<file path="src/rtl/pb_port_controller.sv">
// PicoBlaze I/O glue: registered input-port mux, UART strobes, one-hot transport
// mode register and debounced, saturating codec volume control.

module pb_debounce #(
  parameter int CYCLES = 1_000_000
) (
  input  logic clk100mhz,
  input  logic pb_reset,
  input  logic i_btn,
  output logic o_ondn
);
  localparam int CNT_W = $clog2(CYCLES + 1);
  localparam logic [CNT_W-1:0] LAST = CNT_W'(CYCLES - 1);

  logic [1:0]       r_sync;
  logic             r_state;
  logic             r_ondn;
  logic [CNT_W-1:0] r_cnt;

  // NOTE: sequential state uses non-blocking assignments so every flop samples
  // pre-edge values regardless of statement order.
  always_ff @(posedge clk100mhz or posedge pb_reset) begin
    if (pb_reset) begin
      r_sync  <= '0;
      r_state <= 1'b0;
      r_ondn  <= 1'b0;
      r_cnt   <= '0;
    end else begin
      r_sync <= {r_sync[0], i_btn};
      r_ondn <= 1'b0;
      if (r_sync[1] == r_state) begin
        r_cnt <= '0;
      end else if (r_cnt == LAST) begin
        // Level has differed for CYCLES consecutive cycles: accept it.
        r_cnt   <= '0;
        r_state <= ~r_state;
        r_ondn  <= ~r_state;
      end else begin
        r_cnt <= r_cnt + CNT_W'(1);
      end
    end
  end

  // Release edges are never consumed by the volume logic, so only the
  // press pulse is brought out.
  assign o_ondn = r_ondn;
endmodule

module pb_port_controller #(
  parameter int         DEBOUNCE_CYCLES = 1_000_000,
  parameter logic [1:0] VOL_RESET       = 2'd1
) (
  input  logic       clk100mhz,
  input  logic       pb_reset,
  input  logic [7:0] pb_port_id,
  input  logic [7:0] pb_out_port,
  input  logic       pb_read_strobe,
  input  logic       pb_write_strobe,
  input  logic [7:0] uart_rx_data,
  input  logic       uart_data_present,
  input  logic       uart_buffer_full,
  input  logic       deletedall,
  input  logic       volup,
  input  logic       voldown,
  output logic [7:0] pb_in_port,
  output logic       read_from_uart,
  output logic       write_to_uart,
  output logic       record,
  output logic       play,
  output logic       delete,
  output logic       pause,
  output logic       delete_all,
  output logic [1:0] volume_control
);
  logic [7:0] r_in_port;
  logic       r_read_uart;
  logic       r_record, r_play, r_delete, r_pause, r_delete_all;
  logic [1:0] r_vol;
  logic       w_up_press, w_dn_press;
  logic       w_mode_wr;

  // Input mux is registered every cycle, whether or not a read strobe is present.
  always_ff @(posedge clk100mhz or posedge pb_reset) begin
    if (pb_reset) begin
      r_in_port   <= 8'h00;
      r_read_uart <= 1'b0;
    end else begin
      r_read_uart <= pb_read_strobe & (pb_port_id == 8'h04);
      case (pb_port_id)
        8'h02:   r_in_port <= uart_rx_data;
        8'h04:   r_in_port <= {7'b0, uart_data_present};
        8'h05:   r_in_port <= {7'b0, uart_buffer_full};
        8'h07:   r_in_port <= {7'b0, deletedall};
        default: r_in_port <= 8'h00;
      endcase
    end
  end

  assign w_mode_wr = pb_write_strobe & (pb_port_id == 8'h06);

  // Each write decodes a fresh one-hot value; unknown codes leave all bits clear.
  always_ff @(posedge clk100mhz or posedge pb_reset) begin
    if (pb_reset) begin
      r_play       <= 1'b0;
      r_record     <= 1'b0;
      r_delete     <= 1'b0;
      r_pause      <= 1'b0;
      r_delete_all <= 1'b0;
    end else if (w_mode_wr) begin
      r_play       <= (pb_out_port == 8'h00);
      r_record     <= (pb_out_port == 8'h01);
      r_delete     <= (pb_out_port == 8'h02);
      r_pause      <= (pb_out_port == 8'h03);
      r_delete_all <= (pb_out_port == 8'h04);
    end
  end

  pb_debounce #(.CYCLES(DEBOUNCE_CYCLES)) u_db_up (
    .clk100mhz (clk100mhz),
    .pb_reset  (pb_reset),
    .i_btn     (volup),
    .o_ondn    (w_up_press)
  );

  pb_debounce #(.CYCLES(DEBOUNCE_CYCLES)) u_db_dn (
    .clk100mhz (clk100mhz),
    .pb_reset  (pb_reset),
    .i_btn     (voldown),
    .o_ondn    (w_dn_press)
  );

  // An up press always wins the cycle, even when it cannot increment.
  always_ff @(posedge clk100mhz or posedge pb_reset) begin
    if (pb_reset) begin
      r_vol <= VOL_RESET;
    end else if (w_up_press) begin
      if (r_vol != 2'd3) r_vol <= r_vol + 2'd1;
    end else if (w_dn_press && r_vol != 2'd0) begin
      r_vol <= r_vol - 2'd1;
    end
  end

  assign pb_in_port     = r_in_port;
  assign read_from_uart = r_read_uart;
  assign write_to_uart  = pb_write_strobe & (pb_port_id == 8'h03);
  assign record         = r_record;
  assign play           = r_play;
  assign delete         = r_delete;
  assign pause          = r_pause;
  assign delete_all     = r_delete_all;
  assign volume_control = r_vol;
endmodule

</file>
<file path="config.mk">
export PLATFORM = sky130hd
export DESIGN_NAME = pb_port_controller
export DESIGN_NICKNAME = d
export VERILOG_FILES = /design/src/rtl/pb_port_controller.sv
export SDC_FILE = /design/constraint.sdc
export NUM_CORES = 1
export LEC_CHECK = 0
export BUFFER_PORTS_ARGS = -buffer_cell sky130_fd_sc_hd__clkbuf_2
export CORE_ASPECT_RATIO = 1.25
export CORE_MARGIN = 3
export CORE_UTILIZATION = 45
export DETAILED_ROUTE_END_ITERATION = 8
export GPL_ROUTABILITY_DRIVEN = 0
export GPL_TIMING_DRIVEN = 0
export PLACE_DENSITY = 0.78
export SLEW_MARGIN = 20
export SYNTH_ARGS = -nofsm -noshare
export SYNTH_HDL_FRONTEND = slang
export SYNTH_SLANG_ARGS = --single-unit
export TNS_END_PERCENT = 20
</file>
<file path="constraint.sdc">
create_clock -name clk100mhz -period 4.1 [get_ports clk100mhz]
set_input_delay 0.82 -clock clk100mhz [delete_from_list [all_inputs] [get_ports clk100mhz]]
set_output_delay 0.82 -clock clk100mhz [all_outputs]
set_load 0.05 [all_outputs]
</file>
==> results.sh <==
export IMPL_yosysTopAreaCell="dfrtp_1"
export IMPL_crit_arrival_ps=1890
export IMPL_syn_inst=282
export IMPL_yosysSeqAreaShare_pct=54.0
export IMPL_grt_pass1_vias=2341
export IMPL_syn_nets=317
export IMPL_min_period_over_period_pct=66.1
export IMPL_ant_nets=0
export IMPL_drt_iter0_markers=151
export IMPL_r2r_cells=5
export IMPL_synth_area_um2=2970
export IMPL_wl_per_cell_um=13.2
export IMPL_gr_total_overflow=0
export IMPL_cts_hold_buffers_added=0
export IMPL_holdPathStages=0
export IMPL_core_area_um2=6290
export IMPL_h_tree_depth=3
export IMPL_slew_headroom_pct=62.8
export IMPL_drtPass1Iterations=4
export IMPL_yosys_warnings=0
export IMPL_worstHoldStart="u_db_up.r_sync[0]$_DFF_PP0_"
export IMPL_cts_clk_slew_worst_paths_ps=70
export IMPL_synth_top_area_share_pct=53.1
export IMPL_crit_required_ps=3280
export IMPL_drive_gt1_share_pct=24.9
export IMPL_root_buffer="clkbuf_8"
export IMPL_clk_latency_ps=330
export IMPL_clock_sinks=64
export IMPL_vias_per_cell=5.34
export IMPL_worstMarginPinSlew_ps=557
export IMPL_p_total_mw=1.27
export IMPL_dp_hpwl_mm=4.21
export IMPL_r2r_end="u_db_dn.r_cnt[17]$_DFF_PP0_"
export IMPL_num_rows=32
export IMPL_outcome="completed"
export IMPL_worstSetupEndpointType="output pin"
export IMPL_die_w_um=78.6
export IMPL_cts_tree="built"
export IMPL_die_area_um2=7610
export IMPL_area_growth_pct=19.6
export IMPL_vias=2301
export IMPL_ys_flop_type="dfrtp_1"
export IMPL_worst_setup_path_start_kind="input port"
export IMPL_cts_repair_resized=0
export IMPL_async_flop_share_pct=100
export IMPL_synth_area_leaders="dfrtp_1 53%, xor2_1 4.1%, nor2_1 4.0%"
export IMPL_cts_path_max_buffers=2
export IMPL_path_max_fanout=2
export IMPL_ys_ff_latch=64
export IMPL_antenna_found_initial=0
export IMPL_drc=0
export IMPL_r2r_slack_ps=2100
export IMPL_min_period_ps=2710
export IMPL_final_max_slew_violation_count=0
export IMPL_fin_skew_ps=4.53
export IMPL_yosysUniqueCellTypes=37
export IMPL_nets=378
export IMPL_insertedDiodeCount=0
export IMPL_grt_max_degree=45
export IMPL_grt_pass1_wl_mm=10.0
export IMPL_r2r_start="u_db_dn.r_cnt[16]$_DFF_PP0_"
export IMPL_hold_class="register to register"
export IMPL_pin_count=50
export IMPL_post_cts_buffers=0
export IMPL_setup_violations=0
export IMPL_holdPathEnd="u_db_up.r_sync[1]$_DFF_PP0_"
export IMPL_portBuffers=49
export IMPL_powerDensity_nw_per_um2=359
export IMPL_synth_edff_count=0
export IMPL_finalHoldViolCount=0
export IMPL_syn_area_per_cell_um2=10.5
export IMPL_start_util_pct=47.2
export IMPL_fmax_mhz=369
export IMPL_cts_made_buffers=9
export IMPL_maxCapViolations=0
export IMPL_die_height_um=96.8
export IMPL_wl_mm=5.71
export IMPL_critical_path_class="input port to output pin"
export IMPL_grt_usage_pct=16.4
export IMPL_vdd_drop_max_v=0.000196
export IMPL_finalSetupTns_ps=0
export IMPL_grt_setup_unrepaired="no"
export IMPL_p_leak_nw=1.60
[registers in the layout, indices dropped and copies added (netlist names), 2 cells and up]
register and cells:
pb_in_port 8, u_db_dn.r_cnt 20, u_db_dn.r_sync 2, u_db_up.r_cnt 20, u_db_up.r_sync 2, volume_control 2
[synth_stat cells (all sizes together), types with 7 or more instances]
cell type,n
a21oi,14
and2,7
dfrtp,63
inv,10
mux2,8
nand2,19
nand3,13
nor2,32
nor3,9
o31ai,10
or3,7
or4,9
xnor2,12
xor2,14
[metal layers]
layer | global-route usage [%] | wire (um) | up-vias
met3 | 5.03 | 323 | 11
li1 | - | - | 1114
met5 | 0 | 0 | -
met1 | 19.2 | 2440 | 1110
met4 | 7.54 | 94 | 0
met2 | 27.3 | 2850 | 66
[worst max-delay path, cell delays in order]
cell and delay [ps]:
clkbuf_2 80, nor4_1 330, nand2b_1 140, nor3_1 210, clkbuf_2 310
[report_power, final]
group | switching [mW] | internal [mW]
registers | 0.00611 | 0.639
clock network | 0.223 | 0.350
logic | 0.0327 | 0.0225
total | 0.262 | 1.01
[worst max-delay path by stage]
stage                       start                     endpoint  slack [ps]  cells after the start
floorplan           pb_port_id[5]                write_to_uart         950                      3
global placement         pb_reset  u_db_up.r_cnt[11]$_DFF_PP0_         980                      2
detailed placement  pb_port_id[5]                write_to_uart        1410                      5
CTS                 pb_port_id[5]                write_to_uart        1400                      5
global route        pb_port_id[5]                write_to_uart        1250                      5
finish              pb_port_id[5]                write_to_uart        1390                      5
[area by class of cell]
cell class                 count  area (um^2)
clock inverter                 4         70.1
inverter                      10         40.0
clock buffer                  10          138
multi-input combinational    201         1300
buffer                         7         28.8
sequential                    64         1600
timing repair buffer          50          265
fill                         531         2740
tap                           85          106
[placed cells by master, fill, tap and decap left out, types with 3 or more instances in the layout]
cell type / Yosys / layout
nor2_1: 32 / 32
a21oi_1: 14 / 14
clkbuf_1: 5 / 5
clkbuf_8: 0 / 10
or4_1: 8 / 8
o31ai_1: 10 / 10
nor3_1: 9 / 9
and3_1: 3 / 3
nand4_1: 4 / 4
clkbuf_2: 0 / 49
xnor2_1: 12 / 12
xor2_1: 14 / 14
inv_1: 10 / 9
and2_1: 7 / 7
nand2_1: 19 / 19
nor4_1: 5 / 5
nand3_1: 13 / 13
and4_1: 4 / 4
mux2_2: 8 / 8
and3b_1: 3 / 3
or3_1: 7 / 7
or2_2: 4 / 4
dfrtp_1: 63 / 63
o21ai_0: 5 / 5
[through the flow]
stage / setup slack, ps / utilization (%) / hold slack, ps / cells / cell area, um^2
after floorplan: 951 / - / 331 / 282 / 2970
after global placement: 980 / 52.8 / 333 / 416 / 3320
final: 1390 / 56.4 / 361 / 431 / 3550
after global routing: 1250 / 56.4 / 388 / 431 / 3550
after CTS: 1400 / 56.4 / 366 / 431 / 3550
after detailed placement: 1410 / 53.1 / 335 / 417 / 3340
[cells by family (layout without fill, tap and decap cells)]
kind of cell / count (synthesis) / after routing / share of synthesized area, %
adder cells (fa/ha/maj): 2 / 2 / 0.843
flip-flops: 64 / 64 / 54.0
AND/OR/NAND/NOR: 133 / 133 / 25.6
buffers and inverters: 17 / 81 / 2.24
AO/OA/AOI/OAI: 32 / 32 / 6.58
XOR/XNOR: 26 / 26 / 7.68
multiplexers: 8 / 8 / 3.04
No activity file was read; power rests on OpenSTA's default activity.
